`src/rtl/fetch_stage.sv`:
```
// fetch_stage
// Instruction-fetch stage. Holds the program counter (F_PC), which drives the
// word-addressed instruction memory. The returned instruction is captured into
// the fetch/decode register (D_Instr, D_PC, D_Valid). The stage handles stall,
// branch redirect with decode flush, and a sticky halt. It also keeps a
// saturating count of instructions delivered to decode.
//
// Ports:
//   clk        in   clock, rising-edge
//   reset      in   asynchronous active-high reset
//   Stall      in   decode cannot accept; hold PC and decode register
//   Redirect   in   load RedirectPC into F_PC and flush decode register
//   RedirectPC in   redirect target (word address)
//   Halt       in   stop fetching; sticky until reset
//   Instr      in   instruction from memory at F_PC (combinational)
//   F_PC       out  registered PC to instruction memory
//   D_Instr    out  registered instruction for decode
//   D_PC       out  address D_Instr was fetched from
//   D_Valid    out  decode register holds a live instruction
//   Halted     out  stage is in HALTED state
//   FetchCount out  saturating count of instructions delivered to decode
module fetch_stage #(
  parameter int                    ADDR_WIDTH  = 16,
  parameter int                    INSTR_WIDTH = 32,
  parameter logic [ADDR_WIDTH-1:0] RESET_PC    = '0,
  parameter int                    COUNT_WIDTH = 32
) (
  input  logic                   clk,
  input  logic                   reset,
  input  logic                   Stall,
  input  logic                   Redirect,
  input  logic [ADDR_WIDTH-1:0]  RedirectPC,
  input  logic                   Halt,
  input  logic [INSTR_WIDTH-1:0] Instr,
  output logic [ADDR_WIDTH-1:0]  F_PC,
  output logic [INSTR_WIDTH-1:0] D_Instr,
  output logic [ADDR_WIDTH-1:0]  D_PC,
  output logic                   D_Valid,
  output logic                   Halted,
  output logic [COUNT_WIDTH-1:0] FetchCount
);

  typedef enum logic [0:0] {
    RUN    = 1'b0,
    HALTED = 1'b1
  } state_t;

  localparam logic [COUNT_WIDTH-1:0] COUNT_MAX = {COUNT_WIDTH{1'b1}};

  state_t                 state_r,   state_next;
  logic [ADDR_WIDTH-1:0]  f_pc_r,    f_pc_next;
  logic [INSTR_WIDTH-1:0] d_instr_r, d_instr_next;
  logic [ADDR_WIDTH-1:0]  d_pc_r,    d_pc_next;
  logic                   d_valid_r, d_valid_next;
  logic [COUNT_WIDTH-1:0] count_r,   count_next;

  // State and pipeline registers, asynchronously cleared by reset.
  always_ff @(posedge clk or posedge reset) begin
    if (reset) begin
      state_r   <= RUN;
      f_pc_r    <= RESET_PC;
      d_instr_r <= {INSTR_WIDTH{1'b0}};
      d_pc_r    <= {ADDR_WIDTH{1'b0}};
      d_valid_r <= 1'b0;
      count_r   <= {COUNT_WIDTH{1'b0}};
    end else begin
      state_r   <= state_next;
      f_pc_r    <= f_pc_next;
      d_instr_r <= d_instr_next;
      d_pc_r    <= d_pc_next;
      d_valid_r <= d_valid_next;
      count_r   <= count_next;
    end
  end

  // Next-state logic: halt > redirect > stall > advance while running.
  always_comb begin
    state_next   = state_r;
    f_pc_next    = f_pc_r;
    d_instr_next = d_instr_r;
    d_pc_next    = d_pc_r;
    d_valid_next = d_valid_r;
    count_next   = count_r;
    case (state_r)
      RUN: begin
        if (Halt) begin
          // Instruction sitting in decode is discarded; its fields stay put.
          state_next   = HALTED;
          d_valid_next = 1'b0;
        end else if (Redirect) begin
          // Flush wins over Stall: the decode slot is dead either way.
          f_pc_next    = RedirectPC;
          d_valid_next = 1'b0;
        end else if (Stall) begin
          f_pc_next    = f_pc_r;
          d_valid_next = d_valid_r;
        end else begin
          d_instr_next = Instr;
          d_pc_next    = f_pc_r;
          d_valid_next = 1'b1;
          // PC wraps modulo 2^ADDR_WIDTH by plain truncation.
          f_pc_next    = f_pc_r + ADDR_WIDTH'(1);
          if (count_r != COUNT_MAX) begin
            count_next = count_r + COUNT_WIDTH'(1);
          end else begin
            count_next = count_r;
          end
        end
      end
      HALTED: begin
        state_next   = HALTED;
        d_valid_next = 1'b0;
      end
      default: begin
        // Unreachable encoding: park safely in HALTED with decode invalid.
        state_next   = HALTED;
        d_valid_next = 1'b0;
      end
    endcase
  end

  assign F_PC       = f_pc_r;
  assign D_Instr    = d_instr_r;
  assign D_PC       = d_pc_r;
  assign D_Valid    = d_valid_r;
  assign Halted     = (state_r == HALTED);
  assign FetchCount = count_r;

endmodule

```
`config.mk`:
```
export PLATFORM = sky130hd
export DESIGN_NAME = fetch_stage
export DESIGN_NICKNAME = d
export VERILOG_FILES = /design/src/rtl/fetch_stage.sv
export SDC_FILE = /design/constraint.sdc
export NUM_CORES = 1
export LEC_CHECK = 0
export CORE_UTILIZATION = 40
export CTS_CLUSTER_DIAMETER = 100
export DETAILED_ROUTE_END_ITERATION = 10
export PLACE_DENSITY = 0.81
export SLEW_MARGIN = 10
export SYNTH_ARGS = -nofsm -noshare
export SYNTH_HDL_FRONTEND = slang
export SYNTH_SLANG_ARGS = --single-unit
```
`constraint.sdc`:
```
create_clock -name clk -period 3.87 [get_ports clk]
set_clock_uncertainty 0.2 [all_clocks]
set_input_delay 0.9675 -clock clk [delete_from_list [all_inputs] [get_ports clk]]
set_output_delay 0.9675 -clock clk [all_outputs]
set_load 0.1 [all_outputs]
```
### Word-level counts from Yosys, hierarchy flattened

Index checks and enable logic that the tools add are counted.

| operators by class | value |
|---|---|
| add/subtract/negate cells | 2 |
| muxes and demuxes | 8 |
| equal/unequal tests | 3 |
| reductions and logical operators | 3 |
| div/mod/pow operators | 0 |
| shift-type cells | 0 |
| multipliers | 0 |
| bitwise gates (word level) | 4 |
| magnitude comparators | 0 |

Operator list:

| cell | count |
|---|---|
| 32-bit by 1-bit adder with 32-bit output (second input constant) | 1 |
| 16-bit two-way mux | 2 |
| 32-bit inequality test (second input constant) | 1 |
| 16-bit by 1-bit adder with 16-bit output (second input constant) | 1 |
| 5-bit AND reduction | 1 |
| 1-bit two-way mux | 4 |
| 4-bit inequality test (second input constant) | 1 |
| 1-bit inverter | 4 |
| 1-bit case mux with 2 select lines | 2 |
| 4-bit AND reduction | 1 |
| 3-bit AND reduction | 1 |
| 2-bit by 1-bit inequality test with 1-bit output (second input constant) | 1 |

| word-level totals | value |
|---|---|
| memories kept | 0 |
| memory bits (read-only) | 0 |
| memory bits (writable) | 0 |
| input port bits | 53 |
| word-level logic and storage cells | 26 |
| register bits after elaboration | 98 |
| bits in latches | 0 |
| output and inout port bits | 98 |

### Depth between registers and ports, before layout

| depth | value |
|---|---|
| word-level depth | 4 |
| gate-level depth with buffers | 7 |
| depth with buffers taken out | 6 |

### Worst setup path before layout

OpenSTA, ideal clock, no wires.

| timing path | value |
|---|---|
| path kind | flip-flop to flip-flop |
| from | reg count_r[14] (netlist: FetchCount[14]) |
| to | reg count_r[1] (netlist: FetchCount[1]) |
| setup slack | 0.996 ns |
| buffers on the path | 0 |
| cell stages (with the launch flop) | 5 |
| arrival | 2.547 ns |
| period minus slack after synthesis | 2.874 ns |
| cell sequence | dfrtp_1 -> nand4_2 -> or4_4 -> o31a_1 -> mux2_4 |

| between the ends | value |
|---|---|
| word-level cells in the longest chain between the ends | 2 |

Ends and longest elaborated chain:

| what | RTL line | text |
|---|---|---|
| from (decl) | 55 | `logic [COUNT_WIDTH-1:0] count_r, count_next;` |
| from (signal assigned) | 65 | `count_r <= {COUNT_WIDTH{1'b0}};` |
| from (signal assigned) | 72 | `count_r <= count_next;` |
| 32-bit inequality test | 103 | `if (count_r != COUNT_MAX) begin` |
| 5-bit AND reduction (no source line) | - |  |

No other way between the ends.
A chain may end at the register's enable or synchronous reset.

### Final worst setup path

| timing path | value |
|---|---|
| from | reg d_instr_r[24] (netlist: D_Instr[24]) |
| to | out D_Instr[24] |

RTL lines:

| what | RTL line | text |
|---|---|---|
| from (decl) | 52 | `logic [INSTR_WIDTH-1:0] d_instr_r, d_instr_next;` |
| from (signal assigned) | 62 | `d_instr_r <= {INSTR_WIDTH{1'b0}};` |
| from (signal assigned) | 69 | `d_instr_r <= d_instr_next;` |
| to (decl) | 36 | `output logic [INSTR_WIDTH-1:0] D_Instr,` |

No word-level cell between the ends.

==> metrics.txt <==
die height 106 µm; vias 3497; I/O Buffers 150; Reg-to-Reg Start FetchCount[14]; # setup viols final 0; CP endpoint kind output pin; CTS clk-pin slew, worst paths roughly 0.090 ns; worst path bufs/invs 1; first drt pass iteration count 4; CP Launch Point D_Instr[24]; H-tree Lvls 3; CP max stage delay 1.14 ns; status complete, no violations; Worst R2R Path Depth 4; core area 10400 µm²; Total Power 2.35 mW; Crit-path slowest cell clkdlybuf4s50_1; delay-heaviest family, CP buffers and inverters; Synthesized Nets around 430; clock buffer depth 2; WHS Path Cells 1; CP startpoint kind flip-flop; die area around 11000 µm²; final slew viol count 0; root buf cell clkbuf_8; final RePlAce weighted congestion 0.848; die width 106 µm; num rows 37; synthesized netlist cell count 373; Tmin final 3.04 ns; fin worst setup slack approximately 0.83 ns; Async SR Flop Fraction 1.00; min-delay worst type reg -> reg; nets@finish 581; vias per cell 5.24; FF-to-FF End FetchCount[1]; commonest non-fill, non-tap cell in the layout dfrtp_1; commonest cells after routing, fill and taps aside 98 x dfrtp_1, 82 x clkdlybuf4s50_1, 72 x buf_4, 48 x mux2_2, 26 x nand3_1; global-route wire length before repair about 17000 µm; FMAX 329 MHz; syn avg cell area approximately 12 µm²; initial core utilization 0.418; critical path class reg -> out; Filler Cells Inserted 868; setup TNS after final layout 0 ns; pin count of the biggest net entering global routing 55; post-detail-place hpwl around 7700 µm; Seq pwr share 0.469; critical-path maximum fanout 2; VDD IR max roughly 0.23 mV; Worst-Margin Slew 0.986 ns; switching power 775 µW; pwr/cell area 388 nW/µm²; Final Hold Fails 0; Synth cell types 46; CTS tree yes; initial antenna violation count 0; WP data arrival 1.88 ns; hold_buf cts 0; post-CTS sizing 0; Final ANT Viol Nets 0; number of max-cap violations 0; vias in the first global route 3416; Pleak 2.80 nW; Ant. Diodes 0; worst slack at placement between 0.4 and 0.5 ns; drt drc 0; share of cells above drive strength 1 0.269; Sw Ratio 0.329; Synth Warn # 0; clock sinks 98; CP Data Required Time 2.70 ns; First DRT Iteration DRCs roughly 140; #FFs+latches synth about 100; Setup crit end D_Instr[24]; Routed wire per std cell 16.0 µm; fin util 0.583; Int Pwr 1.58 mW; Max transition margin 0.341; post-CTS setup buffer count 0; Clk pwr share 0.313; I/O pin cnt 151; global router's overall resource usage 0.197; Tcrit/Tclk final 0.786; Num CTS Buffers 9; crit path cell chain clkdlybuf4s50_1; ys flop type dfrtp_1; EDFF count, synth 0; RSZ-0062 raised after global routing no; Post-Syn Area 4350 µm²; Synth-to-Final Area Change 39.6%; GRT overflow 0; Clock Latency Late Sink ~0.37 ns; R2R Setup Slk 1.53 ns; cell count along the critical path 1; Gate power share 0.218; post-synthesis sequential area ratio 0.564; DRT Wirelength 10700 µm
how the worst min path moves through the flow:
stage,start,end
detailed placement,FetchCount[30],FetchCount[30]
floorplan,F_PC[1],F_PC[1]
global placement,D_Instr[31],D_Instr[31]
CTS,D_PC[9],D_PC[9]
finish,D_PC[5],D_PC[5]
global route,D_PC[9],D_PC[9]
kinds of logic after synthesis:
family | after synthesis | share of synthesized area
AOI/OAI and AO/OA | 55 | 0.0762
xor gates and xnor gates | 28 | 0.0564
adders and majority gates | 2 | 0.00575
buffers and inverters | 20 | 0.0175
DFF | 98 | 0.564
muxes | 53 | 0.137
and+or+nand+nor | 117 | 0.143
layout make-up:
type                            instances  area [µm²]  share of cell area
Clock buffer                           11         141              0.0233
Clock inverter                          5        77.6              0.0128
Inverter                                7        28.8             0.00474
Multi-Input combinational cell        255        1820               0.300
Sequential cell                        98        2450               0.404
Tap cell                              136         170              0.0280
Timing Repair Buffer                  155        1380               0.227
Yosys cell counts (all sizes together), types with 3 or more instances:
library cell  number  area (µm²)
nor3               8        40.0
xor2               9        78.8
or4                3        26.3
and3               7        43.8
a22oi              3        22.5
and2               3        18.8
nor4               6        58.8
mux2              49         556
a211oi             3        22.5
nor2              23        86.3
mux2i              4        40.0
a21oi             16        80.1
o21ai             20         100
clkbuf            11        41.3
and4               3        26.3
nand4             12        81.3
xnor2             19         166
nand2             22        82.6
dfrtp             98        2450
nand3             26         130
inv                6        22.5
per-stage QoR:
step	hold slack (ns)	area [µm²]	cells
floorplan	0.807	4350	373
global placement	0.289	5850	651
detailed placement	0.294	5850	651
CTS	0.318	6070	667
global route	0.325	6070	667
finish	0.310	6070	667
flip-flops by register name (all words and copies together) (netlist names):
name / cells
D_Instr: 32
Halted: 1
D_Valid: 1
FetchCount: 32
D_PC: 16
F_PC: 16
routing by layer:
metal / global-route usage / wire [µm]
met1: 0.261 / 4640
met2: 0.314 / 5220
met3: 0.0441 / 628
met4: 0.0774 / 185
met5: 0 / 0
power by group through the flow:
stage / Clock [mW] / Sequential [mW] / Combinational, mW
2_1_floorplan: 0 / 1.41 / 0.0707
3_3_place_gp: 0 / 1.12 / 0.511
3_5_place_dp: 0 / 1.12 / 0.516
4_1_cts: 0.753 / 1.10 / 0.517
5_1_grt: 0.793 / 1.11 / 0.533
6_report: 0.738 / 1.10 / 0.512
(Power assumes the default switching activity.)
